[src/rtl/attr_pixel_pkg.sv]
// Shared attribute field positions, palette geometry and reset palette contents
// for the text-mode attribute pixel pipeline.
package attr_pixel_pkg;

    localparam int unsigned ATT_BLINK   = 7;
    localparam int unsigned ATT_BG_LSB  = 4;
    localparam int unsigned ATT_INTENS  = 3;
    localparam int unsigned ATT_FG_LSB  = 0;

    localparam int unsigned PAL_ENTRIES = 16;
    localparam int unsigned PAL_AW      = 4;
    localparam int unsigned MAX_CW      = 16;

    typedef logic [3*MAX_CW-1:0] pal_word_t;

    // Channel c of entry {i,r,g,b}: MSB = c, next = i, remaining bits = c & i.
    // Result is packed {r,g,b} in the low 3*cw bits.
    function automatic pal_word_t default_entry(input logic [PAL_AW-1:0] idx,
                                                input int unsigned cw);
        pal_word_t e;
        logic      c;
        logic      i;
        e = '0;
        i = idx[3];
        for (int unsigned ch = 0; ch < 3; ch++) begin
            c = idx[ch];
            for (int unsigned k = 0; k < cw; k++) begin
                if (k == cw - 1)
                    e[ch*cw + k] = c;
                else if (k == cw - 2)
                    e[ch*cw + k] = i;
                else
                    e[ch*cw + k] = c & i;
            end
        end
        return e;
    endfunction

endpackage

[src/rtl/attr_pixel_pipe_if.sv]
// Palette write port between the host and the pixel pipeline; the host drives
// the request and receives a one-clock acknowledge.
interface attr_pixel_pipe_if
    import attr_pixel_pkg::*;
#(
    parameter int unsigned CW = 3
);
    logic              pal_wr;
    logic [PAL_AW-1:0] pal_addr;
    logic [3*CW-1:0]   pal_data;
    logic              pal_ack;

    modport master (output pal_wr, pal_addr, pal_data, input pal_ack);
    modport slave  (input pal_wr, pal_addr, pal_data, output pal_ack);
endinterface

[src/rtl/attr_palette.sv]
// 16-entry colour palette: async reset to default colours, one write port
// taking every clk, one pixclk-enabled registered read port (read-before-write).
module attr_palette
    import attr_pixel_pkg::*;
#(
    parameter int unsigned CW = 3
)
(
    input  logic              clk,
    input  logic              reset_n,
    input  logic              wr_en,
    input  logic [PAL_AW-1:0] wr_addr,
    input  logic [3*CW-1:0]   wr_data,
    input  logic              rd_en,
    input  logic              rd_pass,
    input  logic [PAL_AW-1:0] rd_addr,
    output logic [3*CW-1:0]   rd_data
);
    localparam int unsigned EW = 3*CW;

    logic [EW-1:0] mem_q [PAL_ENTRIES];
    logic [EW-1:0] mem_d [PAL_ENTRIES];
    logic [EW-1:0] rd_q;
    logic [EW-1:0] rd_d;

    always_comb begin
        mem_d = mem_q;
        if (wr_en)
            mem_d[wr_addr] = wr_data;
    end

    // Reads sample mem_q, so a same-clk write to the read entry is seen next time.
    always_comb begin
        rd_d = rd_q;
        if (rd_en)
            rd_d = rd_pass ? mem_q[rd_addr] : '0;
    end

    always_ff @(posedge clk or negedge reset_n) begin
        if (!reset_n) begin
            for (int unsigned i = 0; i < PAL_ENTRIES; i++)
                mem_q[i] <= EW'(default_entry(PAL_AW'(i), CW));
            rd_q <= '0;
        end else begin
            mem_q <= mem_d;
            rd_q  <= rd_d;
        end
    end

    assign rd_data = rd_q;

endmodule

[src/rtl/attr_pixel_pipe.sv]
// Text-mode pixel output stage: attribute + glyph bit -> palette index -> RGB,
// with frame-driven blink, blinking cursor overlay and sync delay matching.
module attr_pixel_pipe
    import attr_pixel_pkg::*;
#(
    parameter int unsigned CW           = 3,
    parameter int unsigned BLINK_FRAMES = 16
)
(
    input  logic                clk,
    input  logic                reset_n,
    input  logic                pixclk,
    input  logic [7:0]          attcode,
    input  logic                pixel,
    input  logic                cursor,
    input  logic                blank,
    input  logic                hsync_in,
    input  logic                vsync_in,
    attr_pixel_pipe_if.slave    pal,
    output logic                blink_phase,
    output logic [CW-1:0]       r,
    output logic [CW-1:0]       g,
    output logic [CW-1:0]       b,
    output logic                hsync,
    output logic                vsync
);
    localparam int unsigned    FCW     = (BLINK_FRAMES > 2) ? $clog2(BLINK_FRAMES) : 1;
    localparam logic [FCW-1:0] FC_LAST = FCW'(BLINK_FRAMES - 1);

    logic [FCW-1:0]    frame_cnt_q, frame_cnt_d;
    logic              blink_q, blink_d;
    logic [PAL_AW-1:0] idx_q, idx_d;
    logic              blank_q, blank_d;
    logic              hs1_q, hs1_d, vs1_q, vs1_d;
    logic              hs2_q, hs2_d, vs2_q, vs2_d;
    logic              ack_q, ack_d;

    logic              vs_edge;
    logic              fg, cur, eff;
    logic [3*CW-1:0]   rgb;

    // vs1_q is the previous pixclk-sampled vsync_in, so it doubles as edge history.
    always_comb begin
        vs_edge     = pixclk & vsync_in & ~vs1_q;
        frame_cnt_d = frame_cnt_q;
        blink_d     = blink_q;
        if (vs_edge) begin
            if (frame_cnt_q == FC_LAST) begin
                frame_cnt_d = '0;
                blink_d     = ~blink_q;
            end else begin
                frame_cnt_d = frame_cnt_q + 1'b1;
            end
        end
    end

    always_comb begin
        fg      = pixel & ~(attcode[ATT_BLINK] & blink_q);
        cur     = cursor & ~blink_q;
        eff     = fg ^ cur;
        idx_d   = idx_q;
        blank_d = blank_q;
        hs1_d   = hs1_q;
        vs1_d   = vs1_q;
        hs2_d   = hs2_q;
        vs2_d   = vs2_q;
        if (pixclk) begin
            idx_d   = eff ? attcode[ATT_INTENS:ATT_FG_LSB]
                          : {1'b0, attcode[ATT_BG_LSB+2:ATT_BG_LSB]};
            blank_d = blank;
            hs1_d   = hsync_in;
            vs1_d   = vsync_in;
            hs2_d   = hs1_q;
            vs2_d   = vs1_q;
        end
        ack_d = pal.pal_wr;
    end

    always_ff @(posedge clk or negedge reset_n) begin
        if (!reset_n) begin
            frame_cnt_q <= '0;
            blink_q     <= 1'b0;
            idx_q       <= '0;
            blank_q     <= 1'b0;
            hs1_q       <= 1'b0;
            vs1_q       <= 1'b0;
            hs2_q       <= 1'b0;
            vs2_q       <= 1'b0;
            ack_q       <= 1'b0;
        end else begin
            frame_cnt_q <= frame_cnt_d;
            blink_q     <= blink_d;
            idx_q       <= idx_d;
            blank_q     <= blank_d;
            hs1_q       <= hs1_d;
            vs1_q       <= vs1_d;
            hs2_q       <= hs2_d;
            vs2_q       <= vs2_d;
            ack_q       <= ack_d;
        end
    end

    // Stage 2 colour register lives in the palette read port, blank applied there.
    attr_palette #(.CW(CW)) u_palette (
        .clk     (clk),
        .reset_n (reset_n),
        .wr_en   (pal.pal_wr),
        .wr_addr (pal.pal_addr),
        .wr_data (pal.pal_data),
        .rd_en   (pixclk),
        .rd_pass (blank_q),
        .rd_addr (idx_q),
        .rd_data (rgb)
    );

    assign {r, g, b}   = rgb;
    assign hsync       = hs2_q;
    assign vsync       = vs2_q;
    assign blink_phase = blink_q;
    assign pal.pal_ack = ack_q;

endmodule

[src/flat_wrapper.sv]
// flat-port wrapper written by rule: the top's interface ports become plain ports
module attr_pixel_pipe_flat import attr_pixel_pkg::*;
#(
    parameter int unsigned CW           = 3,
    parameter int unsigned BLINK_FRAMES = 16
)
  (clk, reset_n, pixclk, attcode, pixel, cursor, blank, hsync_in, vsync_in, blink_phase, r, g, b, hsync, vsync, pal_pal_wr, pal_pal_addr, pal_pal_data, pal_pal_ack);
  attr_pixel_pipe_if #(.CW(CW)) pal_i ();
  input  logic clk;
  input  logic reset_n;
  input  logic pixclk;
  input  logic [7:0] attcode;
  input  logic pixel;
  input  logic cursor;
  input  logic blank;
  input  logic hsync_in;
  input  logic vsync_in;
  output logic blink_phase;
  output logic [CW-1:0] r;
  output logic [CW-1:0] g;
  output logic [CW-1:0] b;
  output logic hsync;
  output logic vsync;
  input wire logic [$bits(pal_i.pal_wr)-1:0] pal_pal_wr;
  input wire logic [$bits(pal_i.pal_addr)-1:0] pal_pal_addr;
  input wire logic [$bits(pal_i.pal_data)-1:0] pal_pal_data;
  output wire logic [$bits(pal_i.pal_ack)-1:0] pal_pal_ack;
  assign pal_i.pal_wr = pal_pal_wr;
  assign pal_i.pal_addr = pal_pal_addr;
  assign pal_i.pal_data = pal_pal_data;
  assign pal_pal_ack = pal_i.pal_ack;
  attr_pixel_pipe #(.CW(CW), .BLINK_FRAMES(BLINK_FRAMES)) u_core (.clk(clk), .reset_n(reset_n), .pixclk(pixclk), .attcode(attcode), .pixel(pixel), .cursor(cursor), .blank(blank), .hsync_in(hsync_in), .vsync_in(vsync_in), .pal(pal_i), .blink_phase(blink_phase), .r(r), .g(g), .b(b), .hsync(hsync), .vsync(vsync));
endmodule
[config.mk]
export PLATFORM = sky130hd
export DESIGN_NAME = attr_pixel_pipe_flat
export DESIGN_NICKNAME = d
export VERILOG_FILES = /design/src/rtl/attr_pixel_pkg.sv /design/src/rtl/attr_pixel_pipe_if.sv /design/src/rtl/attr_palette.sv /design/src/rtl/attr_pixel_pipe.sv /design/src/flat_wrapper.sv
export SDC_FILE = /design/constraint.sdc
export NUM_CORES = 1
export LEC_CHECK = 0
export BUFFER_PORTS_ARGS = -buffer_cell sky130_fd_sc_hd__buf_2
export CAP_MARGIN = 20
export CORE_ASPECT_RATIO = 0.6
export CORE_MARGIN = 2
export CORE_UTILIZATION = 30
export DETAILED_ROUTE_END_ITERATION = 7
export HOLD_SLACK_MARGIN = 0.06
export SYNTH_ARGS = -nofsm -noshare
export SYNTH_HDL_FRONTEND = slang
export SYNTH_SLANG_ARGS = --single-unit
[constraint.sdc]
create_clock -name clk -period 3.2 [get_ports clk]
set_clock_uncertainty 0.05 [all_clocks]
set_input_delay 0.16 -clock clk [delete_from_list [all_inputs] [get_ports clk]]
set_output_delay 0.16 -clock clk [all_outputs]
set_load 0.005 [all_outputs]
==> results.md, run 1 <==
* Leak pwr at 3.93 nW
* Final worst path period need at ~2100 ps
* Synthesized instance count at 565
* Outcome: finished clean
* Initial detailed-routing violation count at 319
* Number of buffers inserted during clock tree synthesis at 17
* Library cell occupying the most area in the post-synthesis netlist: sky130_fd_sc_hd__dfrtp_1
* FMAX at 0.465 GHz
* Clock slew at reported path FFs at 60 ps
* Pins Over Slew Limit at 0
* Warning count from the yosys run at 0
* Most common cell after layout, fill and taps aside: sky130_fd_sc_hd__mux2_2
* Detailed placement HPWL at 11,600 um
* Initial cell density of the core at 30.5%
* Via/cell ratio at between 4 and 5
* Cells taking the most area after synthesis: sky130_fd_sc_hd__dfrtp_1 (35%), sky130_fd_sc_hd__mux2_2 (22%), sky130_fd_sc_hd__dfstp_2 (20%), sky130_fd_sc_hd__mux2i_1 (9.7%), sky130_fd_sc_hd__a22oi_1 (2.6%)
* Power density cells at 726 nW/um^2
* Site row count at 45
* Filler cell count in the final layout at between 2,000 and 2,500
* TritonCTS clock tree: done
* ANT cells at 0
* Fraction of the cycle the final worst path needs at 67.2%
* Slew at the pin closest to its max-slew limit at 900 ps
* Sort of element at the end of the critical path: register
* Number of H-tree levels at 4
* Global routing usage summed across all routing layers at ~14%
* Share of synthesized area occupied by flip-flops and latches at 55.6%
* Total vias in the final route at 4,695
* Utilization after layout at 35.7%
* Netlist Area Pre-Place at 7700 sq um
* Clock sink count at 168
* Horizontal die dimension at 211 um
* Fraction of final layout cells sized beyond drive strength 1 at 48.5%
* Kind of critical path: input pin to register
* Number of global-route vias before repair at 4,816
* Worst setup timing slack at the placement stage at 1120 ps
* Core Footprint at 25,300 sq um
* Final setup slack of the worst path at around 1100 ps
* Buffer cell driving the clock tree root: sky130_fd_sc_hd__clkbuf_16
* Initial antenna violation count at 0
* Clock Tree Buf Depth at 2
* Hold/Removal Path Class: input pin to register
* Startpoint types: input pin
* Total wirelength of the detailed-routed design at 18,000 um
* Pre-antenna DRT Iters at 4
* Routed len/inst at between 15 and 20 um
* Synth unique cells at 30
* Routability-driven placement congestion ratio at 0.725
* Data required time at the worst endpoint at roughly 3500 ps
* Die height at 128 um
* CP arrival at 2420 ps
* Slew headroom at 39.9%
* Area of the die at approximately 27,000 sq um
* Layout net count at 645
* Number of violations of the max-capacitance limit at 0
* Remaining Overflow, GRT at 0
* Synth Area per Inst at 13.6 sq um
* Area Overhead vs Synth at 17.3%
* Synth Register Bits at between 150 and 200
* Residual DRC at 0
* Setup repair after global routing missed its margin: false
* Largest vdd supply drop at between 0.2 and 0.3 mV
* Maximum number of pins on one net before global-route repair at 66
* Largest fanout on the critical path at 9
* Post-CTS setup buffer count at 0
* First-pass GRT wire length at 29,100 um
* Final antenna-violating net count at 0
* Total Power at approximately 0.0066 W
* Most frequent cells in the layout: sky130_fd_sc_hd__mux2_2 (151), sky130_fd_sc_hd__dfrtp_1 (107), sky130_fd_sc_hd__mux2i_1 (75)
* Port buffer count at 42
* Final-report setup violation count at 0
* Area share of the largest cell type after synthesis at 35.1%
* Mapped Nets at just under 600
* Fin. Hold Viols at 0
* Total I/O pin count at 43
* Worst-Skew Late Latency at 430 ps
* Setup tns final at 0 ps
-- per-layer routing --
layer | global-route usage, % | share of wire [%] | wire length [um]
met3 | 3.14 | 3.9 | 696
met4 | 4.35 | 0.91 | 164
met1 | 22.8 | 56 | 10000
met5 | 0 | 0 | 0
met2 | 19.2 | 39 | 7110
-- worst max-delay path, stage by stage --
cell and delay (ps):
sky130_fd_sc_hd__dlygate4sd3_1 520, sky130_fd_sc_hd__buf_2 140, sky130_fd_sc_hd__nor3b_1 390, sky130_fd_sc_hd__nor2b_1 780, sky130_fd_sc_hd__mux2_2 410
-- worst paths after layout --
check | startpoint | end | slack [ps] | cells after the start
worst min-delay path | pal_pal_data[5] | u_core.u_palette.mem_q[95] | 160 | 2
worst min register to register | u_core.u_palette.rd_data[8] | u_core.u_palette.rd_data[8] | 440 | 2
worst max-delay path | pal_pal_wr | u_core.u_palette.mem_q[111] | 1050 | 5
min in group asynchronous | reset_n | u_core.blink_phase | 230 | 2
max in group asynchronous | reset_n | u_core.u_palette.mem_q[92] | 2010 | 3
worst max register to register | u_core.idx_q[0] | u_core.u_palette.rd_data[0] | 1260 | 5
-- flip-flops by register name, indices dropped and copies added (netlist names) --
signal / count
u_core.blank_q: 1
u_core.blink_phase: 1
u_core.frame_cnt_q: 4
u_core.hs1_q: 1
u_core.hsync: 1
u_core.idx_q: 4
u_core.pal.pal_ack: 1
u_core.u_palette.mem_q: 144
u_core.u_palette.rd_data: 9
u_core.vs1_q: 1
u_core.vsync: 1
-- cells in the mapped netlist --
cell and instances:
sky130_fd_sc_hd__nand3b_1 4, sky130_fd_sc_hd__o22ai_1 1, sky130_fd_sc_hd__a21oi_1 13, sky130_fd_sc_hd__nand2b_1 13, sky130_fd_sc_hd__xnor2_1 3, sky130_fd_sc_hd__a22oi_1 27, sky130_fd_sc_hd__nor2b_1 3, sky130_fd_sc_hd__nand2_1 14
sky130_fd_sc_hd__a31oi_1 1, sky130_fd_sc_hd__or3_1 3, sky130_fd_sc_hd__and3_1 2, sky130_fd_sc_hd__dfrtp_1 108, sky130_fd_sc_hd__nor3b_1 1, sky130_fd_sc_hd__buf_2 15, sky130_fd_sc_hd__buf_6 2, sky130_fd_sc_hd__nor2_1 5
sky130_fd_sc_hd__mux2_2 151, sky130_fd_sc_hd__o21a_1 1, sky130_fd_sc_hd__nand3_1 29, sky130_fd_sc_hd__dfstp_2 60, sky130_fd_sc_hd__and2_1 1, sky130_fd_sc_hd__clkbuf_1 14, sky130_fd_sc_hd__mux2i_1 75, sky130_fd_sc_hd__nand4_1 2
sky130_fd_sc_hd__o21ai_0 2, sky130_fd_sc_hd__nor2_2 9, sky130_fd_sc_hd__ha_1 1, sky130_fd_sc_hd__inv_1 1, sky130_fd_sc_hd__buf_1 3, sky130_fd_sc_hd__and3b_1 1
-- cells by family (layout without fill, tap and decap cells) --
kind of cell,Yosys count,after routing,share of synthesized area (%)
multiplexers,226,226,31.8
buffers and inverters,35,97,2.14
adder cells (fa/ha/maj),1,1,0.162
AND/OR/NAND/NOR,87,87,6.09
XOR/XNOR,3,3,0.341
AO/OA/AOI/OAI,45,45,3.87
flip-flops,168,168,55.6
-- per-stage QoR --
stage               cells  cell area [sq um]  hold slack [ps]
CTS                   956               9030              141
global route          956               9030              162
global placement      912               8270              151
floorplan             565               7700             -186
detailed placement    912               8270              147
finish                956               9030              164
-- power breakdown --
part | switching, W | leakage [nW] | internal (W) | total [W]
sequential | 0.000321 | 1.95 | 0.00275 | 0.00307
combinational | 0.000556 | 1.67 | 0.000692 | 0.00125
clock | 0.000866 | 0.305 | 0.00137 | 0.00223
-- final cells by class --
class | count | area, sq um | share of cell area [%]
clock buffer | 21 | 470 | 5.21
multi-input combinational | 362 | 3260 | 36.1
sequential | 168 | 4280 | 47.4
tap | 329 | 412 | 4.56
timing repair buffer | 64 | 437 | 4.83
clock inverter | 11 | 170 | 1.88
inverter | 1 | 3.75 | 0.0416
-- repair_timing --
| action | 4_1_cts | 5_1_grt |
|---|---|---|
| gates resized for setup | 0 | 0 |
| hold endpoints to repair | 62 | 0 |
| hold buffers | 12 | 0 |
Power figures use the tool's default switching activity.
==> run 2: changes to the inputs <==
- ABC_AREA: not set -> 1
- clock period: 3.2 -> 2.2 ns (I/O delays scaled with it)
==> run 2 against run 1 <==
Global-route usage grew 3.1 points. Sequential power grew 38%. Count of clock-buffer cells in the layout shrank 3. Critical path depth grew 1. Die area grew 5.3%. Clock power grew 46%. Sequential share of layout area shrank 2.9 points. Largest power group unchanged.
==> results.md, run 2 <==
* Outcome: finished clean
* Via/cell ratio at 4.66
* Global routing usage summed across all routing layers at 17.5%
* Share of synthesized area occupied by flip-flops and latches at 52.7%
* Routed len/inst at 16.0 um
* Non-filler cells in the finished layout at 1,473
* Post-CTS setup buffer count at 0
* Utilization after layout at 36.2%
* Number of global-route vias before repair at 6,883
* Initial antenna violation count at 0
* Site row count at 46
* Leak pwr at ~4.6 nW
* Max reg flops at 144
* Total I/O pin count at 43
* Path depth of the worst reg2reg path at 7
* Detailed placement HPWL at 16,100 um
* Synth Register Bits at between 150 and 200
* Main flop type after synthesis: sky130_fd_sc_hd__dfrtp_1
* Setup repair after global routing missed its margin: false
* ANT cells at 0
* Final-report setup violation count at 0
* Horizontal die dimension at 216 um
* Largest fanout on the critical path at 15
* Cells taking the most area after synthesis: sky130_fd_sc_hd__dfrtp_1 (33%), sky130_fd_sc_hd__dfstp_2 (19%), sky130_fd_sc_hd__nand2_1 (17%), sky130_fd_sc_hd__o21ai_0 (9.2%), sky130_fd_sc_hd__nand3_1 (6.9%)
* Fraction of the cycle the final worst path needs at 87.4%
* Final antenna-violating net count at 0
* Data required time at the worst endpoint at 2520 ps
* Mapped Nets at 1,081
* Largest vdd supply drop at roughly 0.46 mV
* CP arrival at around 2300 ps
* First-pass GRT wire length at about 39,000 um
* Number of H-tree levels at 4
* Initial detailed-routing violation count at approximately 600
* TritonCTS clock tree: done
* Pre-antenna DRT Iters at 5
* Initial cell density of the core at 30.6%
* Routability-driven placement congestion ratio at ~0.8
* Die height at 131 um
* Final worst path period need at 1920 ps
* Area Overhead vs Synth at 18.3%
* Post_cts resized at 0
* Warning count from the yosys run at 0
* Synthesized instance count at 1,050
* Slew headroom at between 40% and 50%
* FMAX at 0.520 GHz
* Number of enable flip-flop cells after synthesis at 0
* Pins Over Slew Limit at 0
* Most frequent cells in the layout: sky130_fd_sc_hd__nand2_1 (364), sky130_fd_sc_hd__o21ai_0 (149), sky130_fd_sc_hd__inv_1 (137)
* Fraction of final layout cells sized beyond drive strength 1 at 15.7%
* Sort of element at the end of the critical path: register
* Hold/Removal Path Class: input pin to register
* Maximum number of pins on one net before global-route repair at 58
* Slew at the pin closest to its max-slew limit at 842 ps
* Core Footprint at ~27,000 sq um
* Remaining Overflow, GRT at 0
* Setup tns final at 0 ps
* Netlist Area Pre-Place at 8120 sq um
* Fin. Hold Viols at 0
* Port buffer count at 42
* Total placed cells including tap cells at ~1,400
* Clock sink count at around 170
* CTS hold repair buffers at 28
* Most frequent cell after synthesis: sky130_fd_sc_hd__nand2_1
* Worst setup timing slack at the placement stage at 460 ps
* Number of buffers inserted during clock tree synthesis at 17
* Worst-Skew Late Latency at 440 ps
* Clock Tree Buf Depth at 2
* Startpoint types: input pin
* Area share of the largest cell type after synthesis at 33.3%
* Area of the die at about 28,000 sq um
* Layout net count at ~1,100
* Synth Area per Inst at 7.73 sq um
* Async S/R FF share, synth at between 90% and 100%
* Power density cells at 990 nW/um^2
* Synth unique cells at 27
* Kind of critical path: input pin to register
* Buffer cell driving the clock tree root: sky130_fd_sc_hd__clkbuf_16
* Final setup slack of the worst path at roughly 280 ps
* Total wirelength of the detailed-routed design at 23,500 um
* Register bank with the most flops: u_core.u_palette.mem_q
* WHS Path Cells at 3
* Filler cell count in the final layout at around 2,700
* Total vias in the final route at around 6,900
* Ranking of synthesized cells by instance count: sky130_fd_sc_hd__nand2_1 (364), sky130_fd_sc_hd__o21ai_0 (149), sky130_fd_sc_hd__inv_1 (137), sky130_fd_sc_hd__nand3_1 (112), sky130_fd_sc_hd__dfrtp_1 (108)
* Residual DRC at 0
* Library cell occupying the most area in the post-synthesis netlist: sky130_fd_sc_hd__dfrtp_1
* Clock slew at reported path FFs at 70 ps
* Most common cell after layout, fill and taps aside: sky130_fd_sc_hd__nand2_1
* Number of violations of the max-capacitance limit at 0
## run 2: layout make-up
cell class | instances | area [sq um] | share of cell area, %
Tap cell | 360 | 450 | 4.69
Timing Repair Buffer | 85 | 659 | 6.86
Multi-Input combinational cell | 683 | 3040 | 31.7
Inverter | 145 | 544 | 5.67
Clock inverter | 14 | 200 | 2.08
Sequential cell | 168 | 4280 | 44.6
Clock buffer | 18 | 429 | 4.47
## run 2: stage by stage
step | hold slack (ps) | cell area (sq um) | total power (W)
final | 91.9 | 9610 | 0.00951
after global routing | 114 | 9610 | 0.0101
after CTS | 84.1 | 9610 | 0.00955
after detailed placement | 15.4 | 8700 | 0.00625
after global placement | 19.2 | 8700 | 0.00621
after floorplan | -236 | 8120 | 0.00557
## run 2: worst max-delay path, stage by stage
cell and delay [ps]:
sky130_fd_sc_hd__dlygate4sd3_1 540, sky130_fd_sc_hd__buf_2 270, sky130_fd_sc_hd__nand2_1 110, sky130_fd_sc_hd__dlygate4sd3_1 560, sky130_fd_sc_hd__o21ai_0 60, sky130_fd_sc_hd__dlygate4sd3_1 590
## run 2: final timing paths
check                      slack [ps]                         end               start
setup / recovery                  280                u_core.vs1_q              pixclk
min in group asynchronous         110  u_core.u_palette.mem_q[11]             reset_n
setup reg to reg                  330             u_core.idx_q[1]  u_core.blink_phase
max in group asynchronous        1230  u_core.u_palette.mem_q[31]             reset_n
hold / removal                     90  u_core.u_palette.mem_q[97]     pal_pal_addr[1]
hold reg to reg                   430              u_core.blank_q      u_core.blank_q
## run 2: logic make-up (layout without fill, tap and decap cells)
| kind of cell | Yosys count | count (layout) | share of synthesized area (%) |
|---|---|---|---|
| AO/OA/AOI/OAI | 156 | 156 | 9.71 |
| XOR/XNOR | 3 | 3 | 0.324 |
| adder cells (fa/ha/maj) | 1 | 1 | 0.154 |
| buffers and inverters | 199 | 262 | 9.83 |
| flip-flops | 168 | 168 | 52.7 |
| AND/OR/NAND/NOR | 523 | 523 | 27.3 |
## run 2: routing by layer
metal	up-vias	wire length, um	part of all wire, %	track usage, %
met4	0	260	1.1	4.60
li1	3366	-	-	-
met5	-	0	0	0
met3	20	1430	6.1	3.82
met1	3284	11900	51	26.4
met2	199	9900	42	25.1
## run 2: report_power, final
| group | switching (W) | total (W) | internal, W |
|---|---|---|---|
| combinational | 0.00129 | 0.00202 | 0.000730 |
| sequential | 0.000317 | 0.00424 | 0.00392 |
| clock | 0.00134 | 0.00325 | 0.00191 |
| total | 0.00295 | 0.00951 | 0.00656 |
==> run 3: changes to the inputs <==
- CTS_BUF_LIST: not set -> sky130_fd_sc_hd__clkbuf_8
- GPL_TIMING_DRIVEN: not set -> 0
- clock period: 2.2 -> 1.8 ns (I/O delays scaled with it)
==> run 3 against run 2 <==
Worst setup slack worse by 240 ps. First-iteration DRC count grew 26%. Die area stayed put. Hold slack lost 29 ps. Core utilization is 0.29 points higher. Critical path depth increased by 4. Clock power up 2%. Power increased by 18%. Flip-flop and latch count unchanged. Count of clock-buffer cells in the layout down 1. Non-clock buffer count increased by 36. Largest power group unchanged.
==> results.md, run 3 (synthesis gave the netlist of run 2 again) <==
* Outcome: finished clean
* Design internal power at 0.00752 W
* Clock sink count at approximately 170
* Pre-antenna DRT Iters at 8
* Horizontal die dimension at 216 um
* Final-report setup violation count at 0
* Die height at 131 um
* Detailed placement HPWL at 19,100 um
* CP arrival at approximately 2100 ps
* Worst setup timing slack at the placement stage at -270 ps
* Total wirelength of the detailed-routed design at 26,200 um
* Most frequent cells in the layout: sky130_fd_sc_hd__nand2_1 (364), sky130_fd_sc_hd__o21ai_0 (149), sky130_fd_sc_hd__inv_1 (137)
* FMAX at 0.568 GHz
* Most common cell after layout, fill and taps aside: sky130_fd_sc_hd__nand2_1
* Launch instance of the worst register-to-register path: u_core.idx_q[0]
* Via/cell ratio at between 4 and 5
* Switching power of the nets at around 0.0037 W
* Data required time at the worst endpoint at 2160 ps
* Power density cells at 1160 nW/um^2
* Area of the die at 28,400 sq um
* Final worst path period need at 1760 ps
* TritonCTS clock tree: done
* Startpoint of the worst setup timing path: u_core.idx_q[0]
* Total placed cells including tap cells at 1,444
* Remaining Overflow, GRT at 0
* First-pass GRT wire length at 41,000 um
* Path depth of the worst reg2reg path at 10
* Residual DRC at 0
* Core Footprint at roughly 27,000 sq um
* Initial antenna violation count at 0
* Register bank with the most flops: u_core.u_palette.mem_q
* Largest vdd supply drop at 0.455 mV
* Clock slew at reported path FFs at 100 ps
* Routed len/inst at 17.3 um
* Number of violations of the max-capacitance limit at 0
* Slew at the pin closest to its max-slew limit at slightly above 800 ps
* Number of H-tree levels at 4
* Final setup slack of the worst path at 39.0 ps
* Worst-Skew Late Latency at 510 ps
* Startpoint types: register
* Max reg flops at 144
* Clock Tree Buf Depth at 2
* Endpoint of the worst register-to-register path: u_core.u_palette.rd_data[2]
* Fin. Hold Viols at 0
* Slew headroom at 45.7%
* Routability-driven placement congestion ratio at a little over 1
* Total vias in the final route at 7,366
* Maximum number of pins on one net before global-route repair at 98
* Non-filler cells in the finished layout at 1,509
* Hold/Removal Path Class: input pin to async pin
* Pins Over Slew Limit at 0
* Initial cell density of the core at 30.6%
* Kind of critical path: register to register
* Site row count at between 40 and 50
* Largest fanout on the critical path at 10
* Fraction of the cycle the final worst path needs at a little under 100%
* Sort of element at the end of the critical path: register
* Minimum setup slack among reg-to-reg paths at 40 ps
* Share of total power consumed by net switching at 33.2%
* Port buffer count at 33
* Layout net count at approximately 1,200
* Total I/O pin count at 43
* Final antenna-violating net count at 0
* Buffer cell driving the clock tree root: sky130_fd_sc_hd__clkbuf_8
* Number of global-route vias before repair at 7,128
* Area Overhead vs Synth at 19.3%
* Portion of total power attributed to the clock network at between 20% and 30%
* Setup tns final at 0 ps
* ANT cells at 0
* Global routing usage summed across all routing layers at approximately a fifth
* Flop pwr share at 45.7%
* Initial detailed-routing violation count at slightly below 800
* Fraction of final layout cells sized beyond drive strength 1 at 17.5%
* Leak pwr at around 4.7 nW
* Number of buffers inserted during clock tree synthesis at 17
* Logic gate share of total power at 24.7%
[run 3: metrics by stage]
| step | utilization (%) | area [sq um] | total power (W) | hold WS (ps) |
|---|---|---|---|---|
| 3_5_place_dp | 33.1 | 8770 | 0.00778 | 38.7 |
| 2_1_floorplan | - | 8120 | 0.00680 | -256 |
| 4_1_cts | 36.1 | 9580 | 0.0112 | 64.0 |
| 3_3_place_gp | 32.9 | 8730 | 0.00770 | 182 |
| 5_1_grt | 36.5 | 9680 | 0.0119 | 87.6 |
| 6_report | 36.5 | 9680 | 0.0112 | 62.7 |
[run 3: power groups by stage]
stage,registers (W),clock network (W),logic [W]
after floorplan,0.00511,0,0.00169
after global placement,0.00518,0,0.00252
after detailed placement,0.00520,0,0.00258
after CTS,0.00514,0.00340,0.00267
after global routing,0.00524,0.00355,0.00311
final,0.00514,0.00333,0.00278
[run 3: layout make-up]
| class | count | area (sq um) |
|---|---|---|
| clock buffers | 17 | 234 |
| clock inverters | 15 | 248 |
| repair buffers | 67 | 523 |
| well taps | 360 | 450 |
| inverters | 145 | 557 |
| fillers | 2816 | 16800 |
| multi-input cells | 683 | 3070 |
| plain buffers | 54 | 323 |
| flip-flops and latches | 168 | 4280 |
[run 3: what timing repair did]
| action | CTS | global route |
|---|---|---|
| gates resized for setup | 19 | 32 |
| setup buffers | 0 | 4 |
| pin swaps | 0 | 1 |
| endpoints found under the setup margin | 9 | 20 |
| hold buffers | 29 | 0 |
| endpoints found under the hold margin | 223 | 0 |
[run 3: worst max-delay path by stage]
stage	end	slack (ps)	cells past startpoint
floorplan	u_core.u_palette.rd_data[0]	420	8
global route	u_core.u_palette.mem_q[79]	-9	8
detailed placement	u_core.u_palette.rd_data[2]	-270	9
finish	u_core.u_palette.rd_data[2]	40	10
CTS	u_core.u_palette.rd_data[3]	8	10
global placement	u_core.u_palette.mem_q[121]	-2110	1
[run 3: critical path, cell delays in order (launching register included)]
cell	delay, ps
sky130_fd_sc_hd__dfrtp_1	370
sky130_fd_sc_hd__buf_4	190
sky130_fd_sc_hd__clkinv_4	130
sky130_fd_sc_hd__buf_4	180
sky130_fd_sc_hd__nand2_1	80
sky130_fd_sc_hd__nand3_1	160
sky130_fd_sc_hd__nand3_1	160
sky130_fd_sc_hd__nand3_1	120
sky130_fd_sc_hd__nand2_1	90
sky130_fd_sc_hd__nand2_1	70
sky130_fd_sc_hd__nand2_1	50
[run 3: routing by layer]
metal / global-route usage [%] / share of wire, % / routed length [um]
met1: 29.2 / 49 / 12800
met5: 0 / 0 / 0
met3: 6.78 / 10 / 2680
met2: 25.2 / 39 / 10300
met4: 5.21 / 1.3 / 348
